**config.mk**
```make
export PLATFORM = sky130hd
export DESIGN_NAME = spi_slave_rx_mc_flat
export DESIGN_NICKNAME = d
export VERILOG_FILES = /design/src/rtl/spi_slave_pkg.sv /design/src/rtl/spi_slave_rx_mc_if.sv /design/src/rtl/spi_rx_lane_shifter.sv /design/src/rtl/spi_slave_rx_mc.sv /design/src/flat_wrapper.sv
export SDC_FILE = /design/constraint.sdc
export NUM_CORES = 1
export LEC_CHECK = 0
export CAP_MARGIN = 40
export CORE_MARGIN = 8
export CORE_UTILIZATION = 35
export CTS_CLUSTER_DIAMETER = 40
export DETAILED_ROUTE_END_ITERATION = 8
export GPL_ROUTABILITY_DRIVEN = 0
export GPL_TIMING_DRIVEN = 0
export SYNTH_ARGS = -nofsm -noshare
export SYNTH_HDL_FRONTEND = slang
export SYNTH_HIERARCHICAL = 1
export SYNTH_SLANG_ARGS = --single-unit
```
**constraint.sdc**
```tcl
create_clock -name sclk -period 3.8 [get_ports sclk]
set_input_delay 0.95 -clock sclk [delete_from_list [all_inputs] [get_ports sclk]]
set_output_delay 0.95 -clock sclk [all_outputs]
set_load 0.01 [all_outputs]
```
**src/rtl/spi_slave_pkg.sv**
```systemverilog
// Shared types and helpers for the SPI slave receive path.
package spi_slave_pkg;

    typedef enum logic [1:0] {
        SINGLE = 2'b00,
        DUAL   = 2'b01,
        QUAD   = 2'b10,
        RSVD   = 2'b11
    } lane_mode_e;

    typedef enum logic [1:0] {
        CMD,
        HOLD,
        DATA,
        DONE
    } rx_state_e;

    localparam int CMD_BITS = 8;

    // The reserved encoding falls back to a single lane.
    function automatic logic [2:0] lanes_of(input lane_mode_e mode);
        case (mode)
            DUAL:    return 3'd2;
            QUAD:    return 3'd4;
            default: return 3'd1;
        endcase
    endfunction

endpackage

```
**src/rtl/spi_slave_rx_mc_if.sv**
```systemverilog
// Configuration, serial input and word output bundle of the multi-lane SPI receiver.
interface spi_slave_rx_mc_if #(
    parameter int DATA_WIDTH  = 32,
    parameter int CNT_WIDTH   = 8,
    parameter int WORDS_WIDTH = 8
);
    logic [3:0]             sdi;
    logic [1:0]             mode_in;
    logic                   lsb_first_in;
    logic [CNT_WIDTH-1:0]   counter_in;
    logic [WORDS_WIDTH-1:0] words_in;
    logic                   counter_in_upd;
    logic [DATA_WIDTH-1:0]  data;
    logic                   data_ready;
    logic                   data_last;
    logic [WORDS_WIDTH-1:0] word_idx;
    logic                   rx_done;

    modport master (
        output sdi, mode_in, lsb_first_in, counter_in, words_in, counter_in_upd,
        input  data, data_ready, data_last, word_idx, rx_done
    );

    modport slave (
        input  sdi, mode_in, lsb_first_in, counter_in, words_in, counter_in_upd,
        output data, data_ready, data_last, word_idx, rx_done
    );
endinterface

```
**src/rtl/spi_rx_lane_shifter.sv**
```systemverilog
// Combinational next-value of the receive shift register for 1/2/4 lanes, MSB- or LSB-first.
module spi_rx_lane_shifter #(
    parameter int DATA_WIDTH = 32,
    parameter int CNT_WIDTH  = 8
) (
    input  logic [DATA_WIDTH-1:0] shreg,
    input  logic [3:0]            sdi,
    input  logic [2:0]            lanes,
    input  logic [CNT_WIDTH-1:0]  cnt,
    input  logic                  lsb_first,
    output logic [DATA_WIDTH-1:0] shreg_next
);
    logic [3:0]            lane_val;
    logic [CNT_WIDTH+1:0]  shamt;
    logic [DATA_WIDTH-1:0] msb_next;

    always_comb begin
        lane_val = {3'b000, sdi[0]};
        msb_next = {shreg[DATA_WIDTH-2:0], sdi[0]};
        shamt    = {2'b00, cnt};
        case (lanes)
            3'd2: begin
                lane_val = {2'b00, sdi[1:0]};
                msb_next = {shreg[DATA_WIDTH-3:0], sdi[1:0]};
                shamt    = {1'b0, cnt, 1'b0};
            end
            3'd4: begin
                lane_val = sdi;
                msb_next = {shreg[DATA_WIDTH-5:0], sdi};
                shamt    = {cnt, 2'b00};
            end
            default: begin
            end
        endcase
        // LSB-first insertion: lane bits landing at or above DATA_WIDTH fall off the shift.
        shreg_next = lsb_first ? (shreg | (DATA_WIDTH'(lane_val) << shamt)) : msb_next;
    end
endmodule

```
**src/rtl/spi_slave_rx_mc.sv**
```systemverilog
// Multi-lane SPI slave receive deserialiser: 8-bit command, then programmed bursts of data words.
module spi_slave_rx_mc
    import spi_slave_pkg::*;
#(
    parameter int DATA_WIDTH  = 32,
    parameter int CNT_WIDTH   = 8,
    parameter int WORDS_WIDTH = 8
) (
    input  logic               sclk,
    input  logic               cs,
    spi_slave_rx_mc_if.slave   bus
);
    rx_state_e              state_reg, state_next;
    logic [CNT_WIDTH-1:0]   cnt_reg, cnt_next;
    logic [DATA_WIDTH-1:0]  shreg_reg, shreg_next;
    logic [WORDS_WIDTH-1:0] word_idx_reg, word_idx_next;
    lane_mode_e             mode_reg, mode_next;
    logic                   lsb_reg, lsb_next;
    logic [CNT_WIDTH-1:0]   count_reg, count_next;
    logic [WORDS_WIDTH-1:0] words_reg, words_next;

    logic [DATA_WIDTH-1:0]  shift_val;
    logic [2:0]             lanes;
    logic                   cmd_end, word_end, last_word, ready;

    // The command phase always uses one lane, MSB-first, regardless of the latched mode.
    assign lanes     = (state_reg == CMD) ? 3'd1 : lanes_of(mode_reg);
    assign cmd_end   = (state_reg == CMD) && (cnt_reg == CNT_WIDTH'(CMD_BITS - 1));
    assign word_end  = (state_reg == DATA) && (cnt_reg == count_reg);
    assign last_word = word_end && (word_idx_reg == words_reg);
    assign ready     = cmd_end || word_end;

    spi_rx_lane_shifter #(
        .DATA_WIDTH (DATA_WIDTH),
        .CNT_WIDTH  (CNT_WIDTH)
    ) u_shifter (
        .shreg      (shreg_reg),
        .sdi        (bus.sdi),
        .lanes      (lanes),
        .cnt        (cnt_reg),
        .lsb_first  ((state_reg == DATA) && lsb_reg),
        .shreg_next (shift_val)
    );

    assign bus.data       = ready ? shift_val : shreg_reg;
    assign bus.data_ready = ready;
    assign bus.data_last  = last_word;
    assign bus.word_idx   = word_idx_reg;
    assign bus.rx_done    = last_word || (state_reg == DONE);

    always_ff @(posedge sclk or posedge cs) begin
        if (cs) begin
            state_reg    <= CMD;
            cnt_reg      <= '0;
            shreg_reg    <= '0;
            word_idx_reg <= '0;
            mode_reg     <= SINGLE;
            lsb_reg      <= 1'b0;
            count_reg    <= '0;
            words_reg    <= '0;
        end else begin
            state_reg    <= state_next;
            cnt_reg      <= cnt_next;
            shreg_reg    <= shreg_next;
            word_idx_reg <= word_idx_next;
            mode_reg     <= mode_next;
            lsb_reg      <= lsb_next;
            count_reg    <= count_next;
            words_reg    <= words_next;
        end
    end

    always_comb begin
        state_next    = state_reg;
        cnt_next      = cnt_reg;
        shreg_next    = shreg_reg;
        word_idx_next = word_idx_reg;
        mode_next     = mode_reg;
        lsb_next      = lsb_reg;
        count_next    = count_reg;
        words_next    = words_reg;

        case (state_reg)
            CMD: begin
                shreg_next = shift_val;
                cnt_next   = cnt_reg + 1'b1;
                if (cmd_end) begin
                    cnt_next   = '0;
                    shreg_next = '0;
                    state_next = HOLD;
                end
            end
            DATA: begin
                shreg_next = shift_val;
                cnt_next   = cnt_reg + 1'b1;
                if (word_end) begin
                    cnt_next      = '0;
                    shreg_next    = '0;
                    word_idx_next = word_idx_reg + 1'b1;
                    if (last_word) state_next = DONE;
                end
            end
            default: begin
            end
        endcase

        // A parameter update wins over everything and aborts any partial word.
        if (bus.counter_in_upd) begin
            state_next    = DATA;
            cnt_next      = '0;
            shreg_next    = '0;
            word_idx_next = '0;
            mode_next     = lane_mode_e'(bus.mode_in);
            lsb_next      = bus.lsb_first_in;
            count_next    = bus.counter_in;
            words_next    = bus.words_in;
        end
    end
endmodule

```
**src/flat_wrapper.sv**
```systemverilog
// flat-port wrapper written by rule: the top's interface ports become plain ports
module spi_slave_rx_mc_flat import spi_slave_pkg::*;
#(
    parameter int DATA_WIDTH  = 32,
    parameter int CNT_WIDTH   = 8,
    parameter int WORDS_WIDTH = 8
)
  (sclk, cs, bus_sdi, bus_mode_in, bus_lsb_first_in, bus_counter_in, bus_words_in, bus_counter_in_upd, bus_data, bus_data_ready, bus_data_last, bus_word_idx, bus_rx_done);
  spi_slave_rx_mc_if #(.DATA_WIDTH(DATA_WIDTH), .CNT_WIDTH(CNT_WIDTH), .WORDS_WIDTH(WORDS_WIDTH)) bus_i ();
  input  logic sclk;
  input  logic cs;
  input wire logic [$bits(bus_i.sdi)-1:0] bus_sdi;
  input wire logic [$bits(bus_i.mode_in)-1:0] bus_mode_in;
  input wire logic [$bits(bus_i.lsb_first_in)-1:0] bus_lsb_first_in;
  input wire logic [$bits(bus_i.counter_in)-1:0] bus_counter_in;
  input wire logic [$bits(bus_i.words_in)-1:0] bus_words_in;
  input wire logic [$bits(bus_i.counter_in_upd)-1:0] bus_counter_in_upd;
  output wire logic [$bits(bus_i.data)-1:0] bus_data;
  output wire logic [$bits(bus_i.data_ready)-1:0] bus_data_ready;
  output wire logic [$bits(bus_i.data_last)-1:0] bus_data_last;
  output wire logic [$bits(bus_i.word_idx)-1:0] bus_word_idx;
  output wire logic [$bits(bus_i.rx_done)-1:0] bus_rx_done;
  assign bus_i.sdi = bus_sdi;
  assign bus_i.mode_in = bus_mode_in;
  assign bus_i.lsb_first_in = bus_lsb_first_in;
  assign bus_i.counter_in = bus_counter_in;
  assign bus_i.words_in = bus_words_in;
  assign bus_i.counter_in_upd = bus_counter_in_upd;
  assign bus_data = bus_i.data;
  assign bus_data_ready = bus_i.data_ready;
  assign bus_data_last = bus_i.data_last;
  assign bus_word_idx = bus_i.word_idx;
  assign bus_rx_done = bus_i.rx_done;
  spi_slave_rx_mc #(.DATA_WIDTH(DATA_WIDTH), .CNT_WIDTH(CNT_WIDTH), .WORDS_WIDTH(WORDS_WIDTH)) u_core (.sclk(sclk), .cs(cs), .bus(bus_i));
endmodule
```
Word-level counts from Yosys, hierarchy flattened
Cells that the tools add are included.
Storage, ports and cells
  logic and storage cells: 59
  register bits: 69
  output and inout port bits: 43
Cells by class
  equality and inequality tests: 12
  bitwise logic cells: 1
  $add $sub $neg: 2
  reduce and logical (&&, ||, !) cells: 12
  muxes and demuxes: 23
  shift operators: 1
Operator list (count)
  2-to-1 mux 32 bit: 5
  one-hot mux 32 bit (2 select lines): 2
  2-to-1 mux 8 bit: 6
  OR 32 bit: 1
  << shifter 4 x 10 -> 32 bit: 1
  one-hot mux 10 bit (2 select lines): 1
  adder 8 x 1 -> 8 bit, second input constant: 2
  equality test 8 bit: 2
  one-hot mux 8 bit (2 select lines): 1
  != test 3 x 2 -> 1 bit, second input constant: 3
  equality test 8 x 3 -> 1 bit, second input constant: 1
  2-to-1 mux 2 bit: 4
  one-hot mux 4 bit (2 select lines): 1
  equality test 2 bit, second input constant: 3
  one-hot mux 3 bit (2 select lines): 1
  logical AND 1 bit: 4
  one-hot mux 2 bit (2 select lines): 1
  AND reduction 4 bit: 1
  nonzero test 2 bit: 2
  equality test 3 x 2 -> 1 bit, second input constant: 1
  equality test 3 bit, second input constant: 1
  2-to-1 mux 3 bit: 1
  nonzero test 3 bit: 1
  equality test 2 x 1 -> 1 bit, second input constant: 1
  other kinds (3): 4

Logic depth before layout (Yosys ltp)
Gate-level depths: netlist (run 1).
  word-level depth: 11
  gate-level depth with buffers: 15
  depth with buffers taken out: 10

By module
The synthesis (run 1) kept the hierarchy.
By module, submodules not included
  spi_slave_rx_mc: times used 1, sequential area each 1726.7 µm², cells an instance 314, area an instance 3469.6 µm²
  spi_rx_lane_shifter: times used 1, sequential area each 0.0 µm², cells an instance 284, area an instance 1769.2 µm²

Worst setup path after synthesis (run 1)
No wires, ideal clock.
  path kind: reg2out
  start: register u_core.state_reg[0]
  end: output bus_data[20]
  slack: 0.084 ns
  required time: 2.850 ns
  data arrival time: 2.766 ns
  stages on the path, launching flop included: 12
  cells stage by stage: dfrtp_1 clkbuf_1 clkbuf_1 nor2_1 or2_2 buf_4 nand2b_1 o311ai_1 buf_2 nand3_1 o31ai_1 mux2_2
On the way
  longest elaborated chain between the ends: 8
  elaborated cells between the ends (all ways): 16
  classes of those cells: eq/ne: 3; shift: 1; mux: 6; bitwise: 1; reduce/logical: 5
Ends and longest elaborated chain
  from (decl): RTL line spi_slave_rx_mc.sv:13  | rx_state_e state_reg, state_next;
  from (signal assigned): RTL line spi_slave_rx_mc.sv:62  | state_reg <= state_next;
  zero test 2 bit (*): RTL line spi_slave_rx_mc.sv:27  | assign lanes = (state_reg == CMD) ? 3'd1 : lanes_of(mode_reg);
  2-to-1 mux 3 bit (*): RTL line spi_slave_rx_mc.sv:27
  via u_core.lanes[0]: RTL line spi_slave_rx_mc.sv:23  | logic [2:0] lanes;
  equality test 3 bit or equality test 3 x 2 -> 1 bit (tied branches): RTL line spi_rx_lane_shifter.sv:21  | case (lanes)
  one-hot mux 4 bit (2 select lines) or one-hot mux 10 bit (2 select lines) (tied branches): RTL line spi_rx_lane_shifter.sv:21
  << shifter 4 x 10 -> 32 bit: RTL line spi_rx_lane_shifter.sv:36  | shreg_next = lsb_first ? (shreg | (DATA_WIDTH'(lane_val) << shamt)) : msb_next;
  OR 32 bit: RTL line spi_rx_lane_shifter.sv:36
  2-to-1 mux 32 bit (*): RTL line spi_rx_lane_shifter.sv:36
  via u_core.shift_val[20]: RTL line spi_slave_rx_mc.sv:22  | logic [DATA_WIDTH-1:0] shift_val;
  2-to-1 mux 32 bit (*): RTL line spi_slave_rx_mc.sv:45  | assign bus.data = ready ? shift_val : shreg_reg;
  to (decl): RTL line flat_wrapper.sv:18  | output wire logic [$bits(bus_i.data)-1:0] bus_data;
Mark *: on every way through the listed nets, which the timed path passes. The rest lies on a longest branch.

Final worst setup path (run 1)
  start: register u_core.mode_reg[1]
  end: output bus_data[19]
On the way
  longest elaborated chain between the ends: 9
  elaborated cells between the ends (all ways): 13
  classes of those cells: eq/ne: 4; shift: 1; mux: 7; bitwise: 1
Ends and longest elaborated chain
  from (decl): RTL line spi_slave_rx_mc.sv:17  | lane_mode_e mode_reg, mode_next;
  from (signal assigned): RTL line spi_slave_rx_mc.sv:66  | mode_reg <= mode_next;
  equality test 2 bit or equality test 2 x 1 -> 1 bit (tied branches): RTL line spi_slave_pkg.sv:22  | case (mode)
  one-hot mux 3 bit (2 select lines) (*): RTL line spi_slave_pkg.sv:22
  2-to-1 mux 3 bit (*): RTL line spi_slave_rx_mc.sv:27
  via u_core.lanes[2]: RTL line spi_slave_rx_mc.sv:23
  equality test 3 bit or equality test 3 x 2 -> 1 bit (tied branches): RTL line spi_rx_lane_shifter.sv:21
  one-hot mux 4 bit (2 select lines) or one-hot mux 10 bit (2 select lines) (tied branches): RTL line spi_rx_lane_shifter.sv:21
  << shifter 4 x 10 -> 32 bit: RTL line spi_rx_lane_shifter.sv:36
  OR 32 bit: RTL line spi_rx_lane_shifter.sv:36
  2-to-1 mux 32 bit (*): RTL line spi_rx_lane_shifter.sv:36
  via u_core.shift_val[19]: RTL line spi_slave_rx_mc.sv:22
  2-to-1 mux 32 bit (*): RTL line spi_slave_rx_mc.sv:45
Marked as above.

==> summary.md, run 1 <==
| Metric | Value |
|---|---|
| Most Crowded Layer GR | met2 |
| Max-Cap Viols | 0 |
| Hold WC Path Type | register to register |
| Least-Margin Pin Slew | 0.763 ns |
| CP max stage delay | roughly 0.42 ns |
| Clk root buf | clkbuf_16 |
| Largest register FFs | 32 |
| Place WS | -1.36 ns |
| Launch point of the worst reg-to-reg path | u_core/mode_reg[0]$_DFFE_PP0P_ |
| Sequential power share | about 28% |
| Total track usage | between 10% and 20% |
| Synthesized area per cell | 8.76 um^2 |
| Req. time, crit path | 2.85 ns |
| Met2 Track Usage GR | approximately 33% |
| First-pass GRT wire length | 31700 um |
| Register bit total from synthesis | a little under 70 |
| RSZ-0062 raised after global routing | yes |
| Max VDD drop | 0.000343 V |
| Sw Pwr | ~1.2 mW |
| Pwr dens | 374 mW/mm^2 |
| Placed insts | 852 |
| Post-synthesis sequential area ratio | about a third |
| Final period util | 105% |
| Worst endpoint data arrival time | 3.05 ns |
| Die height | 138 um |
| Clock-pin slew on the worst setup and hold paths | about 0.060 ns |
| Crit end category | primary output |
| Synth top area cells | dfrtp_1 33%, mux2_2 11%, o21ai_0 6.5%, nand3_1 4.1%, o221ai_1 3.8% |
| GR Layer Usage met3 | 5.48% |
| Failing checks | setup timing |
| Endpoints failing setup | 31 |
| Hold_buf cts | 0 |
| Max Clock Skew | roughly 0.011 ns |
| Vias per cell | 6.28 |
| Total iterations of the first detailed-routing run | 5 |
| CTS tree | yes |
| Total CTS buffers | 9 |
| Status | finished with violations |
| Mapped Cells | 598 |
| DRC Markers | 0 |
| Clock power frac | 27.8% |
| Non-Filler Instances | 957 |
| FMAX | 250 MHz |
| DP Area | 0.00618 mm^2 |
| Clock Sink Count | 69 |
| Pin count of the biggest net entering global routing | 50 |
| Crit-path max FO | 10 |
| Final Hold Fails | 0 |
| GR Util met1 | 23.0% |
| Final Cell Area | roughly 0.0085 mm^2 |
| Int Pwr | slightly above 2 mW |
| Buffers on Ports | 67 |
| Buf+Inv Stages, Crit Path | 6 |
| Reg2Reg Depth | 17 |
| Std-Cell Core Area | 0.0146 mm^2 |
| CTS H-tree lvls | 3 |
| Ant diodes | 0 |
| Synthesis-to-finish area growth | 63.2% |
| Initial DRC count | 575 |
| Synth Warn # | 6 |
| Total wire length | 20500 um |
| Crit path from | u_core/mode_reg[1]$_DFFE_PP0P_ |
| Distinct cell type count of the synthesized netlist | 63 |
| NumNets Final | around 800 |
| Ys flop type | dfrtp_1 |
| Pins Over Slew Limit | 0 |
| Post-DP HPWL | 12600 um |
| Syn Nets | 628 |
| Die Width | 138 um |
| # IOs | approximately 70 |
| Antenna viol nets, final | 0 |
| Avg WL per Cell | 21.5 um |
| Static Leak | approximately 3.4 nW |
| Minimum clock period | ~4 ns |
| Layout cells sized above 1 | 47.0% |
| Number of global-route vias before repair | 5997 |
| Initial Util | between 30% and 40% |
| Worst path depth | 14 |
| Initial antenna violation count | 0 |
| Most frequent cells in the layout | 79 x buf_4, 63 x dfrtp_1, 54 x buf_6 |
| Slew headroom | 49.1% |
| Mapped cell area | approximately 0.0052 mm^2 |
| Post-synth top area share | approximately 33% |
| RR Endpoint | u_core/shreg_reg[0]$_DFFE_PP0P_ |
| Leading cell type in the layout, fill and taps excluded | buf_4 |
| Top Family by Delay on Critical Path | buffers and inverters |
| GR Overflow Total | 0 |
| Final Util | 58.6% |
| Setup slack, reg-to-reg | 0.51 ns |
| Clk buf depth | 2 |
| Critical Path Sink | bus_data[19] |
| Post-synth EDFFs | 0 |
| Crit Path Class | register to primary output |
| Post-synth top area cell | dfrtp_1 |
| Fin worst setup slack | -0.198 ns |
| Sw frac | 36.5% |
| Gate power share | 44.0% |
| Rows | 44 |
| Worst-Skew Late Latency | 0.35 ns |
| Via count | 6010 |
| Crit path launch type | register |
| Full die area | 0.0191 mm^2 |
| Hold path depth | 1 |
| Crit-path slowest cell | dfrtp_1 |
| Cell Chain, Critical Path | ha_4 > nor2b_2 > buf_6 > buf_8 > buf_12 > xnor2_4 > nor2_4 > buf_4 > buf_4 > o221ai_1 > nand4_1 > o21ai_4 > mux2_4 > buf_6 |
| Synth async-reset ratio | 100% |
[worst reg2reg max path: cells and delay by family, from the launching register on]
kind / cells / cell delay [ns]
buf+inv: 9 / 0.97
simple gates: 3 / 0.95
compound gates: 4 / 0.73
fa+ha+maj: 1 / 0.20
flops: 1 / 0.39
[synth_stat cells, types with 4 or more instances]
cell and instances:
a21oi_1 9, a221o_1 5, a22o_1 5, a22oi_1 23, a32o_1 19, and3_1 6, buf_2 22, clkbuf_1 22
dfrtp_1 69, ha_1 4, inv_1 33, mux2_2 50, nand2_1 36, nand3_1 43, nand4_1 12, nor2_1 15
nor2b_1 8, nor3_1 12, o21ai_0 68, o21ai_1 12, o221ai_1 23, o31ai_1 11, or2_2 4, or4_1 4
xnor2_1 14, xor2_1 10
[logic make-up (layout without fill, tap and decap cells)]
group                      count (synthesis)  after routing  synth area share (%)
AOI/OAI and AO/OA                        202            202                  27.1
adders and majority gates                  4              4                 0.955
and+or+nand+nor                          162            162                  16.8
xor gates and xnor gates                  24             24                  4.01
DFF                                       69             69                  33.0
muxes                                     52             52                  11.1
buffers and inverters                     85            260                  7.05
[area by class of cell]
class                   count  area [um^2]
multi-input cells         444         4200
inverters                  35          138
flip-flops and latches     69         1730
clock buffers              10          239
clock inverters             6         68.8
well taps                 184          230
repair buffers            162         1560
plain buffers              47          379
fillers                  1159         6040
[how the worst min path moves through the flow]
| stage | start | endpoint | slack, ns |
|---|---|---|---|
| after floorplan | u_core/lsb_reg$_DFFE_PP0P_ | u_core/lsb_reg$_DFFE_PP0P_ | 0.47 |
| after global placement | u_core/lsb_reg$_DFFE_PP0P_ | u_core/lsb_reg$_DFFE_PP0P_ | 0.49 |
| after detailed placement | u_core/lsb_reg$_DFFE_PP0P_ | u_core/lsb_reg$_DFFE_PP0P_ | 0.50 |
| after CTS | u_core/lsb_reg$_DFFE_PP0P_ | u_core/lsb_reg$_DFFE_PP0P_ | 0.52 |
| after global routing | u_core/lsb_reg$_DFFE_PP0P_ | u_core/lsb_reg$_DFFE_PP0P_ | 0.53 |
| final | u_core/lsb_reg$_DFFE_PP0P_ | u_core/lsb_reg$_DFFE_PP0P_ | 0.52 |
[metal layers]
layer	routed length, um	share of wire, %
met1	8030	39
met2	9710	47
met3	1730	8.4
met4	1070	5.2
met5	0	0
[what timing repair did]
item | 4_1_cts | 5_1_grt
pin swaps | 58 | 46
gates resized for setup | 405 | 73
endpoints found under the setup margin | 35 | 35
cloned | 2 | 0
hold endpoints to repair | 0 | 0
setup buffers | 68 | 23
[power by group through the flow]
stage                     clock network [mW]  registers (mW)  logic [mW]
after floorplan                            0           0.868       0.504
after global placement                     0           0.898       0.743
after detailed placement                   0           0.902       0.765
after CTS                              0.902           0.893        1.22
after global routing                   0.935           0.911        1.47
final                                  0.887           0.901        1.41
[stage by stage]
step	total power [mW]	setup TNS [ns]	hold WS [ns]
global route	3.32	-6.99	0.526
floorplan	1.37	0	0.473
finish	3.19	-3.82	0.525
detailed placement	1.67	-36.77	0.504
global placement	1.64	-48.76	0.490
CTS	3.01	-2.76	0.517
Power figures use the tool's default switching activity.
==> inputs of run 2 (changes only) <==
Settings changed: CTS_CLUSTER_SIZE set to 20, MAX_ROUTING_LAYER set to met4, PLACE_DENSITY_LB_ADDON set to 0.3.
==> run 2 against run 1 <==
- the run still ends with setup timing left
- combinational power hardly changed
- register-to-register slack improved by 0.12 ns
- final cell count up 0.42%
- highest routed layer unchanged
- die area did not move
- fmax fell by 0.78%
==> summary.md, run 2 (synthesis gave the netlist of run 1 again) <==
| Metric | Value |
|---|---|
| Initial Util | 35.9% (unchanged) |
| Buffers on Ports | 67 (unchanged) |
| Crit Path Class | register to primary output (unchanged) |
| Final Hold Fails | 0 (unchanged) |
| CP max stage delay | 0.41 ns (was 0.42 ns) |
| Status | finished with violations (unchanged) |
| Leading cell type in the layout, fill and taps excluded | buf_4 (unchanged) |
| Clk buf depth | 2 (unchanged) |
| Post-DP HPWL | 12500 um (was 12600 um) |
| Pwr dens | 377 mW/mm^2 (was 374 mW/mm^2) |
| First-pass GRT wire length | 31500 um (was 31700 um) |
| Fin worst setup slack | -0.230 ns (was -0.198 ns) |
| GR Overflow Total | 0 (unchanged) |
| Synthesis-to-finish area growth | 62.6% (was 63.2%) |
| Total iterations of the first detailed-routing run | 9 (was 5) |
| Worst endpoint data arrival time | 3.08 ns (was 3.05 ns) |
| Minimum clock period | 4.03 ns (was 4.00 ns) |
| Avg WL per Cell | 21.5 um (about the same) |
| Place WS | -1.37 ns (was -1.36 ns) |
| Pin count of the biggest net entering global routing | 52 (was 50) |
| Hold_buf cts | 0 (unchanged) |
| CTS tree | yes (unchanged) |
| Pins Over Slew Limit | 0 (unchanged) |
| Ant diodes | 0 (unchanged) |
| Max VDD drop | 0.000258 V (was 0.000343 V) |
| Layout cells sized above 1 | 43.9% (was 47.0%) |
| Antenna viol nets, final | 0 (unchanged) |
| Final period util | 106% (was 105%) |
| # IOs | 69 (unchanged) |
| Worst-Skew Late Latency | 0.34 ns (was 0.35 ns) |
| Max Clock Skew | 0.00884 ns (was 0.0109 ns) |
| Pwr Total | 3.21 mW (was 3.19 mW) |
| Cell Chain, Critical Path | ha_4 > or2_4 > buf_8 > inv_2 > buf_4 > nand2_4 > o21ai_2 > buf_6 > nand2_1 > o31ai_4 > mux2_4 > buf_6 (was ha_4 > nor2b_2 > buf_6 > buf_8 > buf_12 > xnor2_4 > nor2_4 > buf_4 > buf_4 > o221ai_1 > nand4_1 > o21ai_4 > mux2_4 > buf_6) |
| DRC Markers | 0 (unchanged) |
| Failing checks | setup timing (unchanged) |
| CTS H-tree lvls | 3 (unchanged) |
| Hold WC Path Type | register to register (unchanged) |
| Total wire length | 20700 um (was 20500 um) |
| Req. time, crit path | 2.85 ns (about the same) |
| Endpoints failing setup | 32 (was 31) |
| Total CTS buffers | 9 (unchanged) |
| Crit path launch type | register (unchanged) |
| Slew headroom | 46.8% (was 49.1%) |
| Final Cell Area | 0.00852 mm^2 (was 0.00855 mm^2) |
| Clock Sink Count | 69 (unchanged) |
| Full die area | 0.0191 mm^2 (unchanged) |
| Die height | 138 um (unchanged) |
| RSZ-0062 raised after global routing | yes (unchanged) |
| Total track usage | 20.1% (was 19.9%) |
| FMAX | 248 MHz (was 250 MHz) |
| Initial DRC count | 825 (was 575) |
| Crit end category | primary output (unchanged) |
| Fin Setup TNS | -4.73 ns (was -3.82 ns) |
| Worst hold slack | 0.517 ns (was 0.525 ns) |
| Max-Cap Viols | 0 (unchanged) |
| Rows | 44 (unchanged) |
| Via count | 6070 (was 6010) |
| Clock-pin slew on the worst setup and hold paths | 0.06 ns (about the same) |
| Clk root buf | clkbuf_16 (unchanged) |
| Vias per cell | 6.32 (was 6.28) |
| DP Area | 0.00618 mm^2 (unchanged) |
| Crit-path most repeated cell | buf_6 |
| Most frequent cells in the layout | 74 x buf_4, 62 x dfrtp_1, 57 x buf_6 (was 79 x buf_4, 63 x dfrtp_1, 54 x buf_6) |
| Initial antenna violation count | 0 (unchanged) |
| Static Leak | 3.51 nW (was 3.44 nW) |
| Crit-path max FO | 10 (unchanged) |
| NumNets Final | 802 (was 798) |
| Largest register FFs | 32 (unchanged) |
| Die Width | 138 um (unchanged) |
| Crit-path slowest cell | dfrtp_1 (unchanged) |
| Least-Margin Pin Slew | 0.797 ns (was 0.763 ns) |
| Number of global-route vias before repair | 5841 (was 5997) |
| Std-Cell Core Area | 0.0146 mm^2 (unchanged) |
-- run 2: changes by cell type in the layout (fill, tap and decap cells not counted), moves of 3 or more --
cell      delta
nand3_1      +8
o21ai_1      +5
nand2_1      +3
o221ai_2     -7
buf_4        -5
buf_6        +3
nand3_2      -7
o221ai_1    +10
o221ai_4     -3
clkbuf_1     +3
nand2_2      -4
buf_12       +4
-- run 2: final cells by class --
type                    instances  area [um^2]
plain buffers                  48          364
clock buffers                  11          233
clock inverters                 5         83.8
fillers                      1175         6070
inverters                      35          134
multi-input cells             444         4030
flip-flops and latches         69         1740
well taps                     184          230
repair buffers                165         1710
-- run 2: critical path: cells and delay by family, from the launching register on --
family | cells | cell delay (ns)
AND/OR/NAND/NOR | 3 | 0.53
buffers and inverters | 5 | 0.73
multiplexers | 1 | 0.21
AO/OA/AOI/OAI | 2 | 0.60
flip-flops | 1 | 0.41
adder cells (fa/ha/maj) | 1 | 0.25
-- run 2: per-stage QoR --
stage / std cells / utilization [%]
floorplan: 598 / -
global placement: 849 / 42.1
detailed placement: 852 / 42.4
CTS: 937 / 55.1
global route: 961 / 58.4
finish: 961 / 58.4
-- run 2: routing by layer --
metal | vias up | share of wire, % | routed length, um | GRT usage [%]
li1 | 2631 | - | - | -
met1 | 2958 | 39 | 8000 | 23.6
met2 | 371 | 48 | 9920 | 32.0
met3 | 110 | 8.8 | 1830 | 5.00
met4 | 0 | 4.5 | 930 | 9.04
met5 | - | 0 | 0 | -
-- run 2: where the power goes --
| part | internal (mW) | switching, mW | total [mW] |
|---|---|---|---|
| Clock | 0.578 | 0.346 | 0.924 |
| Sequential | 0.798 | 0.100 | 0.898 |
| Combinational | 0.704 | 0.681 | 1.39 |
| Total | 2.08 | 1.13 | 3.21 |
-- run 2: timing repair --
item                       in CTS  in global routing
resized for setup             393                 64
gates cloned                    5                  1
setup buffers                  66                 24
pin swaps                      66                 40
setup endpoints to repair      36                 35
-- run 2: path summary, 6_finish.rpt --
path | startpoint | end | slack (ns) | depth (start not counted)
hold / removal | u_core/lsb_reg$_DFFE_PP0P_ | u_core/lsb_reg$_DFFE_PP0P_ | 0.52 | 1
min in group asynchronous | cs | u_core/shreg_reg[24]$_DFFE_PP0P_ | 0.92 | 2
setup / recovery | u_core/mode_reg[1]$_DFFE_PP0P_ | bus_data[21] | -0.23 | 12
setup reg to reg | u_core/mode_reg[1]$_DFFE_PP0P_ | u_core/shreg_reg[9]$_DFFE_PP0P_ | 0.63 | 17
max in group asynchronous | cs | u_core/cnt_reg[3]$_DFFE_PP0P_ | 2.31 | 3
hold reg to reg | u_core/lsb_reg$_DFFE_PP0P_ | u_core/lsb_reg$_DFFE_PP0P_ | 0.52 | 1
